### src/rtl/exe_unit_w6.sv
// ---------------------------------------------------------------------------
// exe_unit_w6 -- single-cycle sign-magnitude execution unit.
//
// A combinational datapath computes one of four operations and feeds a single
// output register, so every result appears exactly one i_clk edge after its
// operands were presented. The unit has no handshake: a new operation is
// accepted on every cycle and nothing is held back.
//
// Ports
//   i_clk     : clock, all state changes on the rising edge
//   i_rst     : synchronous reset, active low; clears o_out and o_status
//   i_a       : operand A, sign-magnitude (MSB = sign)
//   i_b       : operand B, sign-magnitude for subtract/compare,
//               unsigned shift amount / bit index for shift/toggle
//   i_op      : 00 subtract, 01 compare (A > B), 10 shift left, 11 bit toggle
//   o_out     : registered result
//   o_status  : registered flags {ERR, EVEN, SINGLE, OVF}
// ---------------------------------------------------------------------------
module exe_unit_w6 #(
    parameter int BITS = 8
) (
    input  logic            i_clk,
    input  logic            i_rst,
    input  logic [BITS-1:0] i_a,
    input  logic [BITS-1:0] i_b,
    input  logic [1:0]      i_op,
    output logic [BITS-1:0] o_out,
    output logic [3:0]      o_status
);

    localparam int          MW      = BITS - 1;           // magnitude width
    localparam logic [BITS-1:0] MAX_IDX = BITS'(BITS - 1); // highest legal bit index

    localparam logic [1:0] OP_SUB = 2'b00;
    localparam logic [1:0] OP_CMP = 2'b01;
    localparam logic [1:0] OP_SHL = 2'b10;
    localparam logic [1:0] OP_TGL = 2'b11;

    // ---------------------------------------------------------------------
    // Signed views of the sign-magnitude operands. One extra bit is enough
    // to hold +/-(2^(BITS-1)-1); +0 and -0 both map to 0.
    // ---------------------------------------------------------------------
    logic signed [BITS:0]   a_val;
    logic signed [BITS:0]   b_val;
    logic signed [BITS:0]   a_mag_s;
    logic signed [BITS:0]   b_mag_s;

    assign a_mag_s = $signed({2'b00, i_a[MW-1:0]});
    assign b_mag_s = $signed({2'b00, i_b[MW-1:0]});
    assign a_val   = i_a[BITS-1] ? -a_mag_s : a_mag_s;
    assign b_val   = i_b[BITS-1] ? -b_mag_s : b_mag_s;

    // Full-precision difference: one more bit than the operands so that
    // +/-2*(2^(BITS-1)-1) never wraps.
    logic signed [BITS+1:0] diff;
    logic        [BITS+1:0] diff_abs;

    assign diff     = $signed({a_val[BITS], a_val}) - $signed({b_val[BITS], b_val});
    assign diff_abs = diff[BITS+1] ? -diff : diff;

    // Left shift in a double-width field so bits pushed out of the magnitude
    // are still visible for overflow detection.
    logic [2*MW-1:0] shl_wide;

    assign shl_wide = {{MW{1'b0}}, i_a[MW-1:0]} << i_b;

    // One-hot mask for the toggle operation.
    logic [BITS-1:0] tgl_mask;

    assign tgl_mask = {{(BITS-1){1'b0}}, 1'b1} << i_b;

    // ---------------------------------------------------------------------
    // Result selection
    // ---------------------------------------------------------------------
    logic [BITS-1:0] raw_res;
    logic [BITS-1:0] res;
    logic            err;
    logic            ovf;
    logic            b_too_big;

    assign b_too_big = (i_b > MAX_IDX);

    always_comb begin
        raw_res = '0;
        err     = 1'b0;
        ovf     = 1'b0;
        unique case (i_op)
            OP_SUB: begin
                raw_res = {diff[BITS+1], diff_abs[MW-1:0]};
                ovf     = |diff_abs[BITS+1:MW];
            end
            OP_CMP: begin
                raw_res = {{(BITS-1){1'b0}}, (a_val > b_val)};
            end
            OP_SHL: begin
                // A set sign bit in B is a negative shift amount and is rejected.
                err     = i_b[BITS-1] | b_too_big;
                raw_res = {i_a[BITS-1], shl_wide[MW-1:0]};
                ovf     = |shl_wide[2*MW-1:MW];
            end
            OP_TGL: begin
                err     = b_too_big;
                raw_res = i_a ^ tgl_mask;
            end
            default: begin
                raw_res = '0;
            end
        endcase

        // Errors force a clean zero result with no other flags. Any
        // negative zero is folded to all-zero so it never leaves the unit.
        if (err) begin
            res = '0;
            ovf = 1'b0;
        end else if (raw_res[MW-1:0] == '0) begin
            res = '0;
        end else begin
            res = raw_res;
        end
    end

    logic even_d;
    logic single_d;

    assign single_d = ~err & (^res);
    assign even_d   = ~err & ~(^res);

    // ---------------------------------------------------------------------
    // Output register
    // ---------------------------------------------------------------------
    always_ff @(posedge i_clk) begin
        if (!i_rst) begin
            o_out    <= '0;
            o_status <= 4'b0000;
        end else begin
            o_out    <= res;
            o_status <= {err, even_d, single_d, ovf};
        end
    end

endmodule

### config.mk
export PLATFORM = sky130hd
export DESIGN_NAME = exe_unit_w6
export DESIGN_NICKNAME = d
export VERILOG_FILES = /design/src/rtl/exe_unit_w6.sv
export SDC_FILE = /design/constraint.sdc
export NUM_CORES = 1
export LEC_CHECK = 0
export CORE_UTILIZATION = 50
export CTS_CLUSTER_DIAMETER = 120
export CTS_CLUSTER_SIZE = 24
export DETAILED_ROUTE_END_ITERATION = 6
export GPL_TIMING_DRIVEN = 0
export PLACE_DENSITY = 0.76
export SLEW_MARGIN = 20
export SYNTH_ARGS = -nofsm -noshare
export SYNTH_HDL_FRONTEND = slang
export SYNTH_SLANG_ARGS = --single-unit
### constraint.sdc
create_clock -name i_clk -period 4.2 [get_ports i_clk]
set_clock_uncertainty 0.1 [all_clocks]
set_input_delay 0.42 -clock i_clk [delete_from_list [all_inputs] [get_ports i_clk]]
set_output_delay 0.42 -clock i_clk [all_outputs]
set_load 0.05 [all_outputs]
==> qor.log, run 1 <==
qor: synth.ys_seq_elements 12
qor: cells_and_area.layout.cell_area.non_filler 2562 sq um
qor: job.max_cap_violations 0
qor: synth.syn-cell-area 2095 sq um
qor: worst_setup_path.cp-end-kind flip-flop
qor: synth.mappedNetlistNets 331
qor: sta.worstMarginPinSlew 0.4966 ns
qor: cells_and_area.design.final.nets 364
qor: synth.synth_seq_area_share 11.47%
qor: worst_setup_path.worst_setup_path_start_kind primary input
qor: clock_tree.max-clock-path-buffers 2
qor: grt.grt_overflow 0
qor: synth.synth_top_area_share 11.47%
qor: sta.portion_of_the_clock_cycle_consumed_by_the_worst_path_in_the_final_layout 95.67%
qor: route.first_pass_iters 4
qor: synth.avgSynthCellArea 7.029 sq um
qor: clock_tree.cts_made_buffers 3
qor: die.fp.dieW 66.72 um
qor: route.detail_route.vias_per_cell 5.816
qor: sta.final-hold-violation-count 0
qor: die.starting_utilization_of_the_core_area 52.36%
qor: grt.grt_pass1_wl 8811 um
qor: grt.number_of_global_route_vias_before_repair 1996
qor: worst_setup_path.cp_data_arrival_time 4.08 ns
qor: sta.fmax 248.9 MHz
qor: sta.finalHoldWorstSlack 0.6765 ns
qor: power_and_ir_drop.vdd_drop_max 160.4 uV
qor: clock_tree.htree_levels 1
qor: clock_tree.clock_tree_root_driver_cell sky130_fd_sc_hd__clkbuf_8
qor: power_and_ir_drop.clkPwrFrac 15.4%
qor: run_status.status finished, final reports clean
qor: grt.maximum_number_of_pins_on_one_net_before_global_route_repair 11
qor: placed_design.globalplace.congestion 0.9926
qor: worst_hold_path.hold_path_startpoint i_b[4]
qor: synth.synth-async-reset-ratio 0%
qor: die.dieArea 4452 sq um
qor: placed_design.hpwl 4241 um
qor: synth.yosys_most_used_dff sky130_fd_sc_hd__dfxtp_1
qor: grt.grt_util_all_layers 25.30%
qor: placed_design.placement.cell_area 2377 sq um
qor: sta.final-max-slew-violation-count 0
qor: clock_tree.cts_tree yes
qor: die.core_region_area 4000 sq um
qor: cells_and_area.drive_above_1_share 14.55%
qor: clock_tree.clkSinkCount 12
qor: worst_hold_path.min_path_cells 4
qor: power_and_ir_drop.total_switching_power 0.3561 mW
qor: route.route.antenna.remaining_nets 0
qor: worst_setup_path.timing.critical_path.required 4.26 ns
qor: worst_setup_path.critical_path_class in -> reg
qor: cells_and_area.flow.area_growth_from_synthesis 22.34%
qor: power_and_ir_drop.internal_power 0.4374 mW
qor: synth.yosys_warnings 0
qor: power_and_ir_drop.power.share.sequential 16.2%
qor: synth.synthDistinctLibCells 59
qor: power_and_ir_drop.cellLeakagePower 1.054 nW
qor: route.wl 5401 um
qor: synth.number_of_enable_flip_flop_cells_after_synthesis 0
qor: die.rows 23
qor: synth.netlist_instances 298
qor: placed_design.place.port_buffers 22
qor: worst_hold_path.hold_path_end o_status[0]
qor: clock_tree.cts.hold.buffers_added 0
qor: die.floorplan.io_pins 32
qor: route.remaining_drc_errors 0
qor: sta.setup-violations-final 0
qor: synth.cell_type_with_the_largest_total_area_after_synthesis sky130_fd_sc_hd__dfxtp_1
qor: sta.timing.max_slew.rel_slack 66.89%
qor: cells_and_area.finish.cell_count_without_fillers 380
qor: route.routed_wire_per_std_cell 14.21 um
qor: power_and_ir_drop.share_comb_of_total_power 68.4%
qor: grt.antenna_found_initial 0
qor: power_and_ir_drop.power_density 309.7 nW/um^2
qor: route.detail_route.iter0.violations 203
qor: placed_design.placed_cells 370
qor: cells_and_area.n_antenna_cell 0
qor: sta.timing.final.crit_period 4.018 ns
qor: worst_hold_path.hold_class in -> reg
qor: clock_tree.clkTransAtPathRegs 0.05 ns
qor: sta.fin_tns_setup 0 ns
qor: route.vias 2210
qor: power_and_ir_drop.power_switching_share 44.87%
qor: die.die_h 66.72 um
qor: worst_setup_path.worstPathMaxFanout 10
qor: power_and_ir_drop.power 0.7935 mW
qor: synth.netlist_top_cells_area sky130_fd_sc_hd__dfxtp_1 (11%), sky130_fd_sc_hd__ha_1 (7.2%), sky130_fd_sc_hd__xnor2_1 (6.7%), sky130_fd_sc_hd__xor2_1 (6.7%), sky130_fd_sc_hd__nand2_1 (6.3%)
critical path, stage by stage:
cell	delay (ns)
sky130_fd_sc_hd__clkdlybuf4s50_1	0.56
sky130_fd_sc_hd__buf_2	0.24
sky130_fd_sc_hd__o31ai_1	0.11
sky130_fd_sc_hd__xnor2_1	0.15
sky130_fd_sc_hd__ha_1	0.38
sky130_fd_sc_hd__a21o_1	0.24
sky130_fd_sc_hd__a21oi_4	0.21
sky130_fd_sc_hd__a21o_1	0.23
sky130_fd_sc_hd__a2111oi_2	0.10
sky130_fd_sc_hd__o21bai_2	0.21
sky130_fd_sc_hd__a211o_2	0.37
sky130_fd_sc_hd__xor2_1	0.18
sky130_fd_sc_hd__xnor2_1	0.28
sky130_fd_sc_hd__xnor2_2	0.18
sky130_fd_sc_hd__mux2i_1	0.21
final cells by class:
class,instances,area (sq um)
multi-input combinational,256,1802
fill,383,1438
timing repair buffer,28,271.5
sequential,12,240.2
buffer,19,90.09
tap,50,62.56
clock buffer,4,55.05
inverter,11,41.29
sequential cells by signal (all words and copies together) (netlist names):
| signal | cells |
|---|---|
| o_status | 4 |
| o_out | 8 |
power by group through the flow:
stage	Combinational [mW]	Sequential, mW	Clock [mW]
floorplan	0.334	0.172	0
global placement	0.466	0.130	0
detailed placement	0.475	0.131	0
CTS	0.495	0.129	0.122
global route	0.591	0.129	0.129
finish	0.543	0.129	0.122
cell usage after synthesis, types with 2 or more instances:
| cell | count |
|---|---|
| sky130_fd_sc_hd__and3_1 | 3 |
| sky130_fd_sc_hd__a31oi_1 | 3 |
| sky130_fd_sc_hd__nand4_1 | 5 |
| sky130_fd_sc_hd__buf_2 | 9 |
| sky130_fd_sc_hd__inv_1 | 11 |
| sky130_fd_sc_hd__nor2b_1 | 7 |
| sky130_fd_sc_hd__o21ai_1 | 5 |
| sky130_fd_sc_hd__clkbuf_1 | 9 |
| sky130_fd_sc_hd__o211ai_1 | 3 |
| sky130_fd_sc_hd__a21o_1 | 5 |
| sky130_fd_sc_hd__mux2i_1 | 9 |
| sky130_fd_sc_hd__a21oi_1 | 23 |
| sky130_fd_sc_hd__nand2_1 | 35 |
| sky130_fd_sc_hd__xnor2_1 | 16 |
| sky130_fd_sc_hd__ha_1 | 12 |
| sky130_fd_sc_hd__o21ai_0 | 10 |
| sky130_fd_sc_hd__dfxtp_1 | 12 |
| sky130_fd_sc_hd__a211oi_1 | 2 |
| sky130_fd_sc_hd__or2_2 | 2 |
| sky130_fd_sc_hd__o31ai_1 | 6 |
| sky130_fd_sc_hd__nor2_1 | 31 |
| sky130_fd_sc_hd__mux2_2 | 2 |
| sky130_fd_sc_hd__nor3_1 | 7 |
| sky130_fd_sc_hd__o22ai_1 | 2 |
| sky130_fd_sc_hd__or3_1 | 4 |
| sky130_fd_sc_hd__nor3_2 | 2 |
| sky130_fd_sc_hd__nand3_1 | 12 |
| sky130_fd_sc_hd__nand2b_1 | 5 |
| sky130_fd_sc_hd__xor2_1 | 16 |
layout by cell type (no fill, tap or decap), types with 9 or more instances in the layout:
| cell | instances |
|---|---|
| sky130_fd_sc_hd__a21oi_1 | 20 |
| sky130_fd_sc_hd__buf_2 | 9 |
| sky130_fd_sc_hd__clkbuf_1 | 9 |
| sky130_fd_sc_hd__clkdlybuf4s50_1 | 18 |
| sky130_fd_sc_hd__dfxtp_1 | 12 |
| sky130_fd_sc_hd__ha_1 | 12 |
| sky130_fd_sc_hd__inv_1 | 10 |
| sky130_fd_sc_hd__mux2i_1 | 9 |
| sky130_fd_sc_hd__nand2_1 | 35 |
| sky130_fd_sc_hd__nand3_1 | 12 |
| sky130_fd_sc_hd__nor2_1 | 31 |
| sky130_fd_sc_hd__xnor2_1 | 12 |
| sky130_fd_sc_hd__xor2_1 | 15 |
logic make-up after synthesis:
logic type               after synthesis  share of synthesized area (%)
AND/OR/NAND/NOR                      120                          27.84
AO/OA/AOI/OAI                         79                          27.12
XOR/XNOR                              33                          14.16
buffers and inverters                 30                          5.914
adder cells (fa/ha/maj)               13                          8.124
flip-flops                            12                          11.47
multiplexers                          11                          5.376
stage by stage:
stage	utilization (%)	setup WS, ns
2_1_floorplan	-	0.4695
3_3_place_gp	59.43	-0.3587
3_5_place_dp	59.43	-0.4709
4_1_cts	61.65	0.01297
5_1_grt	64.06	-0.01433
6_report	64.06	0.1820
layer usage:
metal	part of all wire, %	global-route usage, %	vias up
met3	6.1	2.226	2
met1	46	34.05	1019
met5	0	0	-
li1	-	-	1122
met4	0.37	2.128	0
met2	48	44.82	67
worst max-delay path by stage:
| stage | start | endpoint |
|---|---|---|
| after floorplan | i_a[0] | o_status[1] |
| after global placement | i_b[1] | o_status[2] |
| after detailed placement | i_b[1] | o_status[1] |
| after CTS | i_b[1] | o_status[1] |
| after global routing | i_a[7] | o_status[2] |
| final | i_a[7] | o_status[1] |
timing repair:
item,in CTS,in global routing
endpoints found under the setup margin,2,4
gates resized for setup,8,16
pin swaps,2,6
buffers inserted,1,5
No activity file was read; power rests on OpenSTA's default activity.
==> run 2, diff against run 1 <==
==> constraint.sdc (replaced) <==
create_clock -name i_clk -period 4.2 [get_ports i_clk]
set_clock_uncertainty 0.1 [all_clocks]
set_input_delay 0.42 -clock i_clk [delete_from_list [all_inputs] [get_ports i_clk]]
set_output_delay 0.42 -clock i_clk [all_outputs]
set_load 0.1 [all_outputs]
==> results of run 2 <==
The final DEF is identical to that of run 1. Status: finished, final reports clean.
Among the figures that moved: total power 0.7935 mW -> 0.8373 mW; worst IR drop on VDD 160.4 uV -> 161.1 uV
